<file path="src/rtl/imem_loader_pkg.sv">
// Shared definitions for the instruction-memory boot loader.
//   ldr_state_e      : loader FSM encodings
//   WORD_BYTES       : bytes per memory word (also the byte count of the length header)
//   accepts_bytes()  : true in the states that take bytes from the receiver
package imem_loader_pkg;

    localparam int WORD_BYTES = 4;

    typedef enum logic [2:0] {
        LDR_LEN  = 3'd0,
        LDR_DATA = 3'd1,
        LDR_CSUM = 3'd2,
        LDR_DONE = 3'd3,
        LDR_ERR  = 3'd4
    } ldr_state_e;

    function automatic logic accepts_bytes(input ldr_state_e s);
        return (s == LDR_LEN) || (s == LDR_DATA) || (s == LDR_CSUM);
    endfunction

endpackage

</file>
<file path="src/rtl/imem_loader_word_packer.sv">
// Assembles a little-endian 32-bit word from a byte stream.
// The first byte of each group of four lands in word[7:0].
//   clk, rst_n  : clock, asynchronous active-low reset
//   clear       : synchronous re-align to byte lane 0
//   byte_valid  : byte_data is consumed this cycle
//   byte_data   : incoming byte
//   word        : assembled word, valid only while word_valid is high
//   word_valid  : high in the cycle the fourth byte of a word is consumed
module imem_loader_word_packer
    import imem_loader_pkg::*;
(
    input  logic        clk,
    input  logic        rst_n,
    input  logic        clear,
    input  logic        byte_valid,
    input  logic [7:0]  byte_data,
    output logic [31:0] word,
    output logic        word_valid
);

    localparam int LANE_W = $clog2(WORD_BYTES);
    localparam logic [LANE_W-1:0] LAST_LANE = LANE_W'(WORD_BYTES - 1);

    logic [LANE_W-1:0] lane_q;
    logic [23:0]       shift_q;

    // Bytes enter at the top and move down, so after three bytes shift_q
    // holds {b2, b1, b0}; the fourth byte completes the word combinationally.
    always_ff @(posedge clk or negedge rst_n) begin
        if (!rst_n) begin
            lane_q  <= '0;
            shift_q <= '0;
        end else if (clear) begin
            lane_q  <= '0;
            shift_q <= '0;
        end else if (byte_valid) begin
            lane_q  <= lane_q + LANE_W'(1);
            shift_q <= {byte_data, shift_q[23:8]};
        end
    end

    assign word       = {byte_data, shift_q};
    assign word_valid = byte_valid && (lane_q == LAST_LANE);

endmodule

</file>
<file path="src/rtl/imem_loader.sv">
// Boot-image loader: writes a byte-streamed image into instruction memory
// and holds the core in reset until a complete, checksum-valid image is in.
// Frame: 4-byte LE word count N, N LE payload words, 1 byte checksum
// (payload byte sum mod 256).
//
// state     | meaning
// ----------+-----------------------------------------------
// LDR_LEN   | collecting the 4 length bytes
// LDR_DATA  | collecting payload, one memory write per word
// LDR_CSUM  | waiting for the checksum byte
// LDR_DONE  | image valid, core released, input closed
// LDR_ERR   | oversize length or bad checksum, input closed
//
// Ports:
//   clk, rst_n          : clock, asynchronous active-low reset
//   rx_valid/rx_data    : byte stream in; transfer when rx_valid && rx_ready
//   rx_ready            : loader is accepting bytes
//   restart             : one-cycle pulse, abandon and re-arm for a new frame
//   wr_en/wr_addr/wr_data : synchronous memory write port, one strobe per word
//   busy                : frame in progress
//   done / error        : terminal status levels
//   cpu_rst_n           : core reset, released together with done
module imem_loader
    import imem_loader_pkg::*;
#(
    parameter logic [31:0] BASE_ADDR = 32'h0000_0000,
    parameter int unsigned MAX_WORDS = 16384
) (
    input  logic        clk,
    input  logic        rst_n,
    input  logic        rx_valid,
    input  logic [7:0]  rx_data,
    output logic        rx_ready,
    input  logic        restart,
    output logic        wr_en,
    output logic [31:0] wr_addr,
    output logic [31:0] wr_data,
    output logic        busy,
    output logic        done,
    output logic        error,
    output logic        cpu_rst_n
);

    localparam int IDX_W = $clog2(MAX_WORDS) + 1;
    localparam logic [IDX_W-1:0] IDX_ONE = IDX_W'(1);

    ldr_state_e state_q, state_nxt;

    logic             accept;
    logic             pk_in;
    logic             pk_valid;
    logic [31:0]      pk_word;
    logic [IDX_W-1:0] idx_q;
    logic [IDX_W-1:0] n_words_q;
    logic [7:0]       sum_q;
    logic             busy_q;
    logic             len_too_big;
    logic             last_word;

    // restart wins over a byte presented in the same cycle
    assign accept      = rx_valid && rx_ready && !restart;
    assign pk_in       = accept && ((state_q == LDR_LEN) || (state_q == LDR_DATA));
    assign len_too_big = pk_word > 32'(MAX_WORDS);
    assign last_word   = (idx_q + IDX_ONE) == n_words_q;

    // Length header and payload share one packer: the lane counter wraps
    // after each four bytes, so it is already aligned when DATA begins.
    imem_loader_word_packer u_packer (
        .clk        (clk),
        .rst_n      (rst_n),
        .clear      (restart),
        .byte_valid (pk_in),
        .byte_data  (rx_data),
        .word       (pk_word),
        .word_valid (pk_valid)
    );

    always_ff @(posedge clk or negedge rst_n) begin
        if (!rst_n) begin
            state_q <= LDR_LEN;
        end else begin
            state_q <= state_nxt;
        end
    end

    always_comb begin
        state_nxt = state_q;
        rx_ready  = 1'b0;
        done      = 1'b0;
        error     = 1'b0;
        cpu_rst_n = 1'b0;

        unique case (state_q)
            LDR_LEN: begin
                rx_ready = 1'b1;
                if (pk_valid) begin
                    if (len_too_big)
                        state_nxt = LDR_ERR;
                    else if (pk_word == 32'd0)
                        state_nxt = LDR_CSUM;
                    else
                        state_nxt = LDR_DATA;
                end
            end
            LDR_DATA: begin
                rx_ready = 1'b1;
                if (pk_valid && last_word)
                    state_nxt = LDR_CSUM;
            end
            LDR_CSUM: begin
                rx_ready = 1'b1;
                if (accept)
                    state_nxt = (rx_data == sum_q) ? LDR_DONE : LDR_ERR;
            end
            LDR_DONE: begin
                done      = 1'b1;
                cpu_rst_n = 1'b1;
            end
            LDR_ERR: begin
                error = 1'b1;
            end
            default: state_nxt = LDR_LEN;
        endcase

        if (restart)
            state_nxt = LDR_LEN;
    end

    always_ff @(posedge clk or negedge rst_n) begin
        if (!rst_n) begin
            idx_q     <= '0;
            n_words_q <= '0;
            sum_q     <= '0;
            busy_q    <= 1'b0;
        end else if (restart) begin
            idx_q     <= '0;
            n_words_q <= '0;
            sum_q     <= '0;
            busy_q    <= 1'b0;
        end else begin
            if (state_q == LDR_LEN && pk_valid)
                n_words_q <= pk_word[IDX_W-1:0];
            if (state_q == LDR_DATA && accept)
                sum_q <= sum_q + rx_data;
            if (state_q == LDR_DATA && pk_valid)
                idx_q <= idx_q + IDX_ONE;

            if (state_nxt == LDR_DONE || state_nxt == LDR_ERR)
                busy_q <= 1'b0;
            else if (accept)
                busy_q <= 1'b1;
        end
    end

    // Write port is registered: a completed word appears one cycle after
    // its fourth byte. A strobe already registered when restart arrives
    // still issues, because restart only gates the packer input.
    always_ff @(posedge clk or negedge rst_n) begin
        if (!rst_n) begin
            wr_en   <= 1'b0;
            wr_addr <= BASE_ADDR;
            wr_data <= '0;
        end else begin
            wr_en <= (state_q == LDR_DATA) && pk_valid;
            if ((state_q == LDR_DATA) && pk_valid) begin
                wr_addr <= BASE_ADDR + {{(30-IDX_W){1'b0}}, idx_q, 2'b00};
                wr_data <= pk_word;
            end
        end
    end

    assign busy = busy_q;

endmodule

</file>
<file path="config.mk">
export PLATFORM = sky130hd
export DESIGN_NAME = imem_loader
export DESIGN_NICKNAME = d
export VERILOG_FILES = /design/src/rtl/imem_loader_pkg.sv /design/src/rtl/imem_loader_word_packer.sv /design/src/rtl/imem_loader.sv
export SDC_FILE = /design/constraint.sdc
export NUM_CORES = 1
export LEC_CHECK = 0
export BUFFER_PORTS_ARGS = -buffer_cell sky130_fd_sc_hd__buf_2
export CAP_MARGIN = 20
export CORE_ASPECT_RATIO = 0.7
export CORE_MARGIN = 2
export CORE_UTILIZATION = 30
export CTS_BUF_LIST = sky130_fd_sc_hd__clkbuf_8
export CTS_CLUSTER_DIAMETER = 50
export DETAILED_ROUTE_END_ITERATION = 8
export PLACE_DENSITY = 0.53
export SLEW_MARGIN = 5
export SYNTH_ARGS = -nofsm -noshare
export SYNTH_HDL_FRONTEND = slang
export SYNTH_HIERARCHICAL = 1
export SYNTH_SLANG_ARGS = --single-unit
</file>
<file path="constraint.sdc">
create_clock -name clk -period 3.4 [get_ports clk]
set_clock_uncertainty 0.05 [all_clocks]
set_input_delay 0.51 -clock clk [delete_from_list [all_inputs] [get_ports clk]]
set_output_delay 0.51 -clock clk [all_outputs]
set_load 0.01 [all_outputs]
</file>
==> flow_summary.yaml <==
power:
  p_leak_nw: 3.295
  finalPower_mw: 2.888
  power_density_nw_per_um2: 435.9
  switchingPower_uw: 734.2
  intPower_mw: 2.154
  clockPowerShare_pct: 47.2
  ir_drop_mv: 0.2077
  combPwrFrac_pct: 4.4
  p_sw_share_pct: 25.42
  p_seq_share_pct: 48.4
detailed_routing:
  drtIter0Drc: 269
  wl_um: 14600
  ant_nets: 0
  vias: 4381
  wl_per_cell_um: 15.46
  dr.pass1.iters: 4
  viasPerCell: 4.641
  post-route-drc-count: 0
synth:
  synth_warnings: 6
  synth_adder_area_share_pct: 2.464
  synthDistinctLibCells: 53
  synthSimpleGateAreaFrac_pct: 22.48
  muxShareOfSynthArea_pct: 4.691
  ys.flop_type: "dfrtp_1"
  synth_top_family_by_area: "simple AND/OR/NAND/NOR gates"
  synth_edf_count: 0
  synthArstFlopShare_pct: 100.0
  netlist_area_um2: 5788
  avgSynthCellArea_um2: 9.086
  synth_seq_cells: 116
  yosysSeqAreaShare_pct: 50.15
  synth-xor-area-share_pct: 6.053
  synth_compound_area_share_pct: 6.701
  netlist_instances: 637
cells_and_area:
  antennaDiodeCount: 0
  drive_gt1_share_pct: 16.95
  layout.cells.non_filler: 944
  fin_nets: 711
  syn2layout_area_growth_pct: 14.48
  utilization_pct: 35.03
clocking:
  clk_latency_ns: 0.43
  cts_sinks: 116
  htreeDepth: 4
  post_cts_resize_count: 0
  cts_tree: "yes"
  clk_pin_slew_ns: 0.08
  postCtsSetupBuffers: 0
  postCtsHoldBufs: 0
  cts_root_buffer: "clkbuf_8"
  clock_path_buffers: 2
  cts_made_buffers: 17
min_path:
  hold_class: "primary input to asynchronous set/reset pin"
setup_path:
  crit_path_start_kind: "flip-flop"
  critPathKind: "flip-flop to flip-flop"
  endpoint_kind: "flip-flop"
  cp.arrival_ns: 3.06
  crit_path_max_fanout: 5
  crit_required_ns: 3.66
timing:
  fmax_ghz: 0.3578
  final-setup-viol-count: 0
  rsz0062_at_grt: "false"
  drv_slew: 0
  finalCritPeriodShare_pct: 82.20
  slew-limit-headroom_pct: 54.24
  hold_viol: 0
  setup_ws_ns: 0.6051
  tns_ns: 0
  worst_slew_pin_slew_ns: 0.6863
  finalCriticalPeriod_ns: 2.795
die:
  num_rows: 42
  die_w_um: 170.0
  start_util_pct: 30.60
  pin_count: 82
  die_area_um2: 20440
  core_area_um2: 18920
  die_y_um: 120.2
run_status:
  run_status: "finished, final reports clean"
grt:
  track_usage_pct: 14.83
  grt_max_degree: 61
  antenna_found_initial: 0
  overflow: 0
  grt_pass1_vias: 4154
  grt_pass1_wl_um: 23620
place:
  dp_slack_ns: 0.6145
  hpwl_um: 10120
  placedCellCount: 912
  io_buffers: 64
  place.gp.congestion: 0.8484
run:
  cap_violations: 0
-- critical path, cell delays in order (launching register included) --
cell and delay [ns]:
dfrtp_1 0.50, ha_1 0.34, nand4_2 0.21, or2_2 0.38, nor3_1 0.23, xnor2_1 0.16
o21ai_0 0.12, or4_4 0.54, a21o_1 0.17
-- placed cells by master, fill, tap and decap left out, types with 2 or more instances in the layout --
cell type / instances
bufinv_16: 3
nand2_1: 176
nand3_1: 12
a21o_1: 2
o21bai_1: 2
nor2_1: 60
dfrtp_1: 116
inv_6: 2
nand4_1: 5
ha_1: 9
conb_1: 17
nor3b_1: 2
clkbuf_8: 17
and3_1: 2
o31ai_1: 2
nand2b_1: 3
or4_4: 2
inv_1: 15
clkinvlp_4: 2
buf_2: 63
o211ai_1: 3
clkinv_4: 6
o21ai_0: 19
xnor2_1: 24
nor4_1: 11
xor2_1: 16
mux2i_1: 26
a21oi_1: 30
buf_4: 15
nor3_1: 13
-- kinds of logic after synthesis --
| group | Yosys count |
|---|---|
| compound gates | 68 |
| fa+ha+maj | 11 |
| simple gates | 300 |
| other cells | 1 |
| mux | 27 |
| buf+inv | 74 |
| xor+xnor | 40 |
| flops | 116 |
-- stage by stage --
stage / cell area [µm²] / hold slack, ns
2_1_floorplan: 5848 / 0.1644
3_3_place_gp: 6210 / 0.4087
3_5_place_dp: 6210 / 0.4083
4_1_cts: 6626 / 0.03164
5_1_grt: 6626 / 0.04707
6_report: 6626 / 0.02553
-- area by class of cell --
cell class	instances	area, µm²
clock buffer	17	234.0
clock inverter	15	182.7
fill	1954	12290
inverter	13	48.80
multi-input combinational	463	2527
sequential	116	2903
tap	242	302.8
timing repair buffer	78	427.9
-- state kept, by name, summed over array words and instances, names as in the netlist --
| register | cells |
|---|---|
| busy | 1 |
| n_words_q | 15 |
| state_q | 3 |
| idx_q | 15 |
| u_packer/lane_q | 2 |
| u_packer/shift_q | 24 |
| wr_addr | 15 |
| wr_data | 32 |
| wr_en | 1 |
| sum_q | 8 |
-- final timing paths --
kind                                          from                       to  slack, ns  cells past startpoint
setup / recovery              idx_q[0]$_DFFE_PN0P_     state_q[0]$_DFF_PN0_       0.61                      8
hold / removal                               rst_n  wr_addr[11]$_DFFE_PN0P_       0.03                      1
setup reg to reg              idx_q[0]$_DFFE_PN0P_     state_q[0]$_DFF_PN0_       0.61                      8
hold reg to reg            wr_addr[13]$_DFFE_PN0P_  wr_addr[13]$_DFFE_PN0P_       0.42                      2
max in group asynchronous                    rst_n  wr_data[23]$_DFFE_PN0P_       2.43                      2
min in group clk                        rx_data[6]  wr_data[30]$_DFFE_PN0P_       0.31                      3
-- cells in the mapped netlist, types with 2 or more instances --
| cell | count | area [µm²] |
|---|---|---|
| nand2_1 | 176 | 660.6 |
| dfrtp_1 | 116 | 2903 |
| nor2_1 | 60 | 225.2 |
| a21oi_1 | 30 | 150.1 |
| buf_4 | 28 | 210.2 |
| clkbuf_1 | 26 | 97.59 |
| mux2i_1 | 26 | 260.3 |
| xnor2_1 | 24 | 210.2 |
| o21ai_0 | 19 | 95.09 |
| xor2_1 | 16 | 140.1 |
| nor3_1 | 14 | 70.07 |
| inv_1 | 13 | 48.80 |
| nand3_1 | 13 | 65.06 |
| nor4_1 | 11 | 68.82 |
| ha_1 | 9 | 112.6 |
| nand4_1 | 5 | 31.28 |
| buf_2 | 4 | 20.02 |
| nand2b_1 | 3 | 18.77 |
| o211ai_1 | 3 | 22.52 |
| a21o_1 | 2 | 15.01 |
| and3_1 | 2 | 12.51 |
| buf_12 | 2 | 40.04 |
| nor3b_1 | 2 | 15.01 |
| o21bai_1 | 2 | 15.01 |
| o31ai_1 | 2 | 15.01 |
| or4_4 | 2 | 22.52 |
-- per-layer routing --
metal | share of wire (%) | routed length [µm] | global-route usage (%)
met1 | 53 | 7789 | 23.54
met2 | 42 | 6118 | 20.28
met3 | 4.3 | 632 | 2.815
met4 | 0.37 | 54 | 4.006
met5 | 0 | 0 | 0
-- power by group through the flow --
stage | Clock, mW | Combinational [mW] | Sequential [mW]
2_1_floorplan | 0 | 0.0932 | 1.42
3_3_place_gp | 0 | 0.129 | 1.43
3_5_place_dp | 0 | 0.129 | 1.43
4_1_cts | 1.39 | 0.129 | 1.40
5_1_grt | 1.45 | 0.143 | 1.40
6_report | 1.36 | 0.127 | 1.40
No activity file was read; power rests on OpenSTA's default activity.
